### src/rtl/fir_pkg.sv
// fir_pkg: shared FSM states, default formats and helpers for the hybrid FIR datapath.
package fir_pkg;
    typedef enum logic [1:0] {IDLE, MAC, OUT} state_t;
    localparam int DEF_MAX_LEN = 12;
    localparam int DEF_INT_POS = 8;
    localparam int DEF_N_TAPS  = 8;
    localparam logic signed [DEF_MAX_LEN-1:0] SAT_HI = {1'b0, {(DEF_MAX_LEN-1){1'b1}}};
    localparam logic signed [DEF_MAX_LEN-1:0] SAT_LO = {1'b1, {(DEF_MAX_LEN-1){1'b0}}};
    function automatic int acc_len(input int max_len, input int n_taps);
        return 2 * max_len + $clog2(n_taps);
    endfunction
endpackage

### src/rtl/fir_rescale_sat.sv
// fir_rescale_sat: floor-rescales an accumulator by INT_POS and saturates it to MAX_LEN.
module fir_rescale_sat
    import fir_pkg::*;
#(
    parameter int MAX_LEN = DEF_MAX_LEN,
    parameter int INT_POS = DEF_INT_POS,
    parameter int ACC_LEN = acc_len(DEF_MAX_LEN, DEF_N_TAPS)
) (
    input  logic signed [ACC_LEN-1:0] i_acc,
    output logic signed [MAX_LEN-1:0] o_data
);
    logic signed [ACC_LEN-1:0] w_shift;
    logic                      w_pos_ovf;
    logic                      w_neg_ovf;
    assign w_shift   = i_acc >>> INT_POS;
    // In range only when every bit above the result's sign bit equals the sign.
    assign w_pos_ovf = !w_shift[ACC_LEN-1] && (|w_shift[ACC_LEN-2:MAX_LEN-1]);
    assign w_neg_ovf = w_shift[ACC_LEN-1] && !(&w_shift[ACC_LEN-2:MAX_LEN-1]);
    assign o_data    = w_pos_ovf ? {1'b0, {(MAX_LEN-1){1'b1}}} :
                       w_neg_ovf ? {1'b1, {(MAX_LEN-1){1'b0}}} : w_shift[MAX_LEN-1:0];
endmodule

### src/rtl/fir_serial_mac.sv
// fir_serial_mac: folded single-multiplier signed FIR stage, one output per accepted sample.
module fir_serial_mac
    import fir_pkg::*;
#(
    parameter int MAX_LEN = DEF_MAX_LEN,
    parameter int INT_POS = DEF_INT_POS,
    parameter int N_TAPS  = DEF_N_TAPS
) (
    input  logic                       clk,
    input  logic                       rst_n,
    input  logic                       i_coef_we,
    input  logic [$clog2(N_TAPS)-1:0]  i_coef_addr,
    input  logic signed [MAX_LEN-1:0]  i_coef_data,
    input  logic                       i_in_valid,
    output logic                       o_in_ready,
    input  logic signed [MAX_LEN-1:0]  i_in_data,
    output logic                       o_out_valid,
    input  logic                       i_out_ready,
    output logic signed [MAX_LEN-1:0]  o_out_data,
    output logic                       o_busy
);
    localparam int ACC_LEN = acc_len(MAX_LEN, N_TAPS);
    localparam int AW      = $clog2(N_TAPS);

    state_t                      r_state;
    logic [AW-1:0]               r_k;
    logic signed [MAX_LEN-1:0]   r_delay [N_TAPS];
    logic signed [MAX_LEN-1:0]   r_coef  [N_TAPS];
    logic signed [ACC_LEN-1:0]   r_acc;
    logic signed [MAX_LEN-1:0]   r_out;
    logic signed [2*MAX_LEN-1:0] w_prod;
    logic signed [ACC_LEN-1:0]   w_acc_next;
    logic signed [MAX_LEN-1:0]   w_sat;

    assign w_prod     = r_delay[r_k] * r_coef[r_k];
    assign w_acc_next = r_acc + {{(ACC_LEN-2*MAX_LEN){w_prod[2*MAX_LEN-1]}}, w_prod};

    fir_rescale_sat #(.MAX_LEN(MAX_LEN), .INT_POS(INT_POS), .ACC_LEN(ACC_LEN)) u_sat (
        .i_acc  (w_acc_next),
        .o_data (w_sat)
    );

    always_ff @(posedge clk or negedge rst_n) begin
        if (!rst_n) begin
            r_state <= IDLE;
            r_k     <= '0;
            r_acc   <= '0;
            r_out   <= '0;
            for (int i = 0; i < N_TAPS; i++) begin
                r_delay[i] <= '0;
                r_coef[i]  <= '0;
            end
        end else begin
            // Coefficients are frozen outside IDLE; a write on the accept edge feeds this computation.
            if (r_state == IDLE && i_coef_we)
                r_coef[i_coef_addr] <= i_coef_data;
            case (r_state)
                IDLE: if (i_in_valid) begin
                    r_delay[0] <= i_in_data;
                    for (int i = 1; i < N_TAPS; i++)
                        r_delay[i] <= r_delay[i-1];
                    r_acc   <= '0;
                    r_k     <= '0;
                    r_state <= MAC;
                end
                MAC: begin
                    r_acc <= w_acc_next;
                    r_k   <= r_k + 1'b1;
                    if (r_k == AW'(N_TAPS-1)) begin
                        r_out   <= w_sat;
                        r_state <= OUT;
                    end
                end
                OUT: if (i_out_ready) r_state <= IDLE;
                default: r_state <= IDLE;
            endcase
        end
    end

    assign o_in_ready  = (r_state == IDLE);
    assign o_out_valid = (r_state == OUT);
    assign o_busy      = (r_state != IDLE);
    assign o_out_data  = r_out;
endmodule

### config.mk
export PLATFORM = sky130hd
export DESIGN_NAME = fir_serial_mac
export DESIGN_NICKNAME = d
export VERILOG_FILES = /design/src/rtl/fir_pkg.sv /design/src/rtl/fir_rescale_sat.sv /design/src/rtl/fir_serial_mac.sv
export SDC_FILE = /design/constraint.sdc
export NUM_CORES = 1
export LEC_CHECK = 0
export CAP_MARGIN = 20
export CORE_MARGIN = 4
export CORE_UTILIZATION = 45
export CTS_CLUSTER_SIZE = 8
export DETAILED_ROUTE_END_ITERATION = 8
export GPL_ROUTABILITY_DRIVEN = 0
export PLACE_DENSITY = 0.71
export RECOVER_POWER = 25
export SLEW_MARGIN = 10
export SYNTH_ARGS = -nofsm -noshare
export SYNTH_HDL_FRONTEND = slang
export SYNTH_HIERARCHICAL = 1
export SYNTH_SLANG_ARGS = --single-unit
### constraint.sdc
create_clock -name clk -period 11.9 [get_ports clk]
set_clock_uncertainty 0.15 [all_clocks]
set_input_delay 2.975 -clock clk [delete_from_list [all_inputs] [get_ports clk]]
set_output_delay 2.975 -clock clk [all_outputs]
set_load 0.02 [all_outputs]
## Yosys cells after proc, flatten, opt, wreduce, memory -nomap -nowiden

Cells that the tools add are included.

| storage, ports and cells | value |
|---|---|
| logic and storage cells | 68 |
| bits of input ports | 32 |
| register bits after elaboration | 236 |
| output and inout port bits | 15 |

| operators by class | value |
|---|---|
| bitwise logic cells | 2 |
| $lt $le $gt $ge | 3 |
| $add $sub $neg | 2 |
| equal/unequal tests | 6 |
| reductions and logical operators | 15 |
| multiplexer cells | 19 |
| multipliers | 1 |

Operator list:

| operator | number |
|---|---|
| bitwise mux 96 bit | 1 |
| 2-to-1 mux 12 bit | 7 |
| binary-select mux 12 bit (select 3 bit) | 2 |
| case mux 27 bit (2 select lines) | 1 |
| demux 12 bit (select 3 bit) | 1 |
| adder 27 bit | 1 |
| 2-to-1 mux 27 bit | 1 |
| multiplier 12 x 12 -> 24 bit | 1 |
| greater-or-equal comparator 4 bit (second input constant) | 2 |
| NOT 3 -> 4 bit | 2 |
| AND reduction 8 bit | 1 |
| OR reduction 8 bit | 1 |
| 2-to-1 mux 2 bit | 3 |
| case mux 2 bit (3 select lines) | 1 |
| case mux 3 bit (2 select lines) | 1 |
| AND reduction 2 bit | 3 |
| logical AND 1 bit | 4 |
| less-than comparator 4 x 1 -> 1 bit (second input constant) | 1 |
| inequality test 2 bit (second input constant) | 2 |
| nonzero test 2 bit | 2 |
| adder 3 x 1 -> 3 bit (second input constant) | 1 |
| equality test 3 bit (second input constant) | 1 |
| 2-to-1 mux 3 bit | 1 |
| AND reduction 3 bit | 1 |
| 5 further kinds | 6 |

## Depth between registers and ports, before layout

| logic depth | value |
|---|---|
| depth after elaboration | 11 |
| mapped depth | 40 |
| depth with buffers taken out | 36 |

## Hierarchy

Netlist, hierarchy kept.

Modules (own cells, without submodules):

| module | sequential area each (um^2) | cells an instance | times used | area each (um^2) |
|---|---|---|---|---|
| fir_serial_mac | 5905.7 | 1436 | 1 | 16873.7 |
| fir_rescale_sat | 0.0 | 44 | 1 | 284.0 |

## Least setup slack after synthesis

OpenSTA, ideal clock, no wires.

| path | value |
|---|---|
| path type | reg-to-reg |
| from | reg r_k[0] |
| to | reg r_out[10] (netlist: o_out_data[10]) |
| stages on the path, launching flop included | 36 |
| clock period less this slack | 9.042 ns |
| arrival time | 8.767 ns |
| path slack | 2.858 ns |
| buffers on the path | 4 |
| library setup time | 0.125 ns |
| required time | 11.625 ns |
| cell sequence | dfrtp_1 clkbuf_1 buf_4 buf_2 mux4_2 mux2_2 and2_1 fa_1 inv_1 fa_1 fa_1 inv_1 fa_1 inv_1 fa_1 inv_1 ha_1 nor2_1 a211oi_2 a211oi_1 o41a_1 xnor2_1 ha_1 and2_1 a211oi_4 o2111ai_1 a211oi_2 nor2_1 a211oi_2 o21bai_1 xor2_1 or4_4 buf_6 nor2_1 o2bb2ai_1 mux2_2 |

| between the ends | value |
|---|---|
| longest elaborated chain between the ends | 11 |
| elaborated cells on any way between the ends | 19 |
| classes of those cells | 1 x add/sub; 1 x mul; 1 x eq/ne; 8 x mux; 1 x bitwise; 7 x reduce/logical |

Ends and longest elaborated chain:

| element | RTL line | text |
|---|---|---|
| start, declared | fir_serial_mac.sv:26 | `logic [AW-1:0] r_k;` |
| start signal, assigned | fir_serial_mac.sv:68 | `r_k <= r_k + 1'b1;` |
| NOT 3 -> 4 bit (implied by the code) * | fir_serial_mac.sv:35 | `assign w_prod = r_delay[r_k] * r_coef[r_k];` |
| binary-select mux 12 bit (select 3 bit) | fir_serial_mac.sv:35 |  |
| 2-to-1 mux 12 bit (implied by the code) (2 in a row) | fir_serial_mac.sv:35 |  |
| multiplier 12 x 12 -> 24 bit * | fir_serial_mac.sv:35 |  |
| adder 27 bit * | fir_serial_mac.sv:36 | `assign w_acc_next = r_acc + {{(ACC_LEN-2*MAX_LEN){w_prod[2*MAX_LEN-1]}}, w_prod};` |
| via w_acc_next[25] | fir_serial_mac.sv:32 | `logic signed [ACC_LEN-1:0] w_acc_next;` |
| AND reduction 8 bit | fir_rescale_sat.sv:18 | `assign w_neg_ovf = w_shift[ACC_LEN-1] && !(&w_shift[ACC_LEN-2:MAX_LEN-1]);` |
| zero test 1 bit | fir_rescale_sat.sv:18 |  |
| logical AND 1 bit | fir_rescale_sat.sv:18 |  |
| 2-to-1 mux 12 bit | fir_rescale_sat.sv:20 | `w_neg_ovf ? {1'b1, {(MAX_LEN-1){1'b0}}} : w_shift[MAX_LEN-1:0];` |
| 2-to-1 mux 12 bit * | fir_rescale_sat.sv:19 | `assign o_data = w_pos_ovf ? {1'b0, {(MAX_LEN-1){1'b1}}} :` |
| via w_sat[10] | fir_serial_mac.sv:33 | `logic signed [MAX_LEN-1:0] w_sat;` |
| end signal, assigned | fir_serial_mac.sv:70 | `r_out <= w_sat;` |
| end, declared | fir_serial_mac.sv:30 | `logic signed [MAX_LEN-1:0] r_out;` |

Mark *: on every way through the listed nets, which the timed path passes. The rest lies on a longest branch. The select of a mux whose other input is x is not followed.
A chain may end at the register's enable or synchronous reset.

## Worst setup path after layout

| path | value |
|---|---|
| from | reg r_k[0] |
| to | reg r_out[5] (netlist: o_out_data[5]) |

The elaborated chain is that of the path after synthesis.

==> impl_metrics.json <==
{
  "outcome": "complete, but fails checks",
  "violations": "capacitance limit, slew limit",
  "ant_nets": 0,
  "layout.nets": 1760,
  "insertion_delay_ps": 500,
  "dpl.cell_count": 1983,
  "diodes": 0,
  "dr_total_vias": 10900,
  "routed_wl_um": 35300,
  "dr.first_iter.drc_count": 657,
  "post-route-period-util_pct": 87.5,
  "synth_nets": 1730,
  "ctsHoldBuffers": 0,
  "tns_ps": 0,
  "drv_cap": 1,
  "regArea_um2": 5910,
  "path_clk_slew_ps": 50,
  "grt_pass1_vias": 11700,
  "layout_common_cells": "dfrtp_1 (234), mux2_2 (223), inv_1 (177)",
  "tightest_slew_ps": 6090,
  "start_kind": "register",
  "cts_setup_buffers": 0,
  "drc_errors": 0,
  "area_growth_pct": 11.0,
  "setup_viol": 0,
  "core_area_um2": 37700,
  "ios": 47,
  "die_area_um2": 41300,
  "path_common_cell": "fa_1",
  "nFillCells": 3335,
  "end_kind": "register",
  "cts_tree": "done",
  "final-hold-violation-count": 0,
  "globalRouteOverflowTotal": 0,
  "rr_endpoint": "o_out_data[5]",
  "rows": 71,
  "cts_max_path_buffers": 3,
  "die_y_um": 203,
  "hold_start": "r_delay[9]",
  "die_w_um": 203,
  "crit_type": "reg -> reg",
  "fin_crit_ps": 10410,
  "slew_headroom_pct": -306,
  "cts_buffers": 35,
  "whs_path_depth": 1,
  "layoutNonFillerInstCount": 2024,
  "synth_area_per_cell_um2": 11.6,
  "drive_gt1_share_pct": 22.5,
  "vias_per_cell": 5.39,
  "clock-sinks": 236,
  "slew_violations": 120,
  "r2r_cells": 30,
  "wl_per_cell_um": 17.4,
  "critPathMaxStageDelay_ps": 1000,
  "hpwl_um": 25600,
  "worstPathRequired_ps": 12190,
  "whs_ps": 348,
  "r2r-start": "r_k[0]",
  "rsz0062_at_grt": "no",
  "holdPathEnd": "r_delay[9]",
  "grt_max_degree": 120,
  "crit_arrival_ps": 10700,
  "multiInputGateArea_um2": 10300,
  "initial_utilization_pct": 45.5,
  "final_common_cell": "dfrtp_1",
  "synth_warnings": 6,
  "hp-class": "reg -> reg",
  "netlist_area_um2": 17200,
  "netlist_instances": 1479,
  "fmax_mhz": 96.1,
  "htreeDepth": 2,
  "grt_pass1_wl_um": 59500,
  "grt_usage_pct": 17.6,
  "antenna_found_initial": 0,
  "first_pass_iters": 5,
  "ctsRootBufferMaster": "clkbuf_16",
  "path_max_fanout": 44,
  "port-buffer-count": 46,
  "r2r_slack_ps": 1490,
  "slowest_stage": "dfrtp_4",
  "cts_repair_resize_count": 0
}
[metal layers]
metal | up-vias | share of wire (%) | track usage, %
met1 | 5618 | 44 | 23.9
met2 | 213 | 50 | 30.3
met5 | - | 0 | 0
li1 | 5036 | - | -
met4 | 0 | 1.6 | 3.90
met3 | 46 | 3.8 | 2.53
[worst max-delay path, delay by kind of cell, from the launching register on]
kind / cells / cell delay, ps
adders and majority gates: 7 / 3200
AOI/OAI and AO/OA: 7 / 1920
muxes: 3 / 1560
and+or+nand+nor: 7 / 1520
DFF: 1 / 1000
xor gates and xnor gates: 2 / 790
buffers and inverters: 4 / 190
[metrics by stage]
| step | util [%] | setup WS (ps) | cell area (µm²) |
|---|---|---|---|
| finish | 50.6 | 1490 | 19000 |
| global route | 50.6 | 512 | 19000 |
| CTS | 50.6 | 1370 | 19100 |
| detailed placement | 48.0 | 1420 | 18100 |
| global placement | 48.0 | 1720 | 18100 |
| floorplan | - | 2860 | 17200 |
[flip-flops by register name, summed over array words and instances (netlist names)]
| name | count |
|---|---|
| r_coef | 96 |
| r_state | 2 |
| r_k | 3 |
| r_delay | 96 |
| o_out_data | 12 |
| r_acc | 27 |
[worst max-delay path by stage]
stage / cells past startpoint / startpoint / end
after floorplan: 35 / r_k[0] / o_out_data[10]
after global placement: 29 / r_k[0] / o_out_data[2]
after detailed placement: 29 / r_k[0] / o_out_data[5]
after CTS: 29 / r_k[0] / o_out_data[5]
after global routing: 30 / r_k[0] / o_out_data[5]
final: 30 / r_k[0] / o_out_data[5]
[cell type report]
cell class                 count  share of cell area (%)
inverter                     177                    3.49
tap                          511                    3.36
sequential                   236                    31.0
timing repair buffer          59                    2.90
clock inverter                 3                   0.289
multi-input combinational   1000                    54.2
clock buffer                  38                    4.77
Power is not shown: default switching activity piles up to over one toggle a cycle in this logic, so the estimate is an artifact.
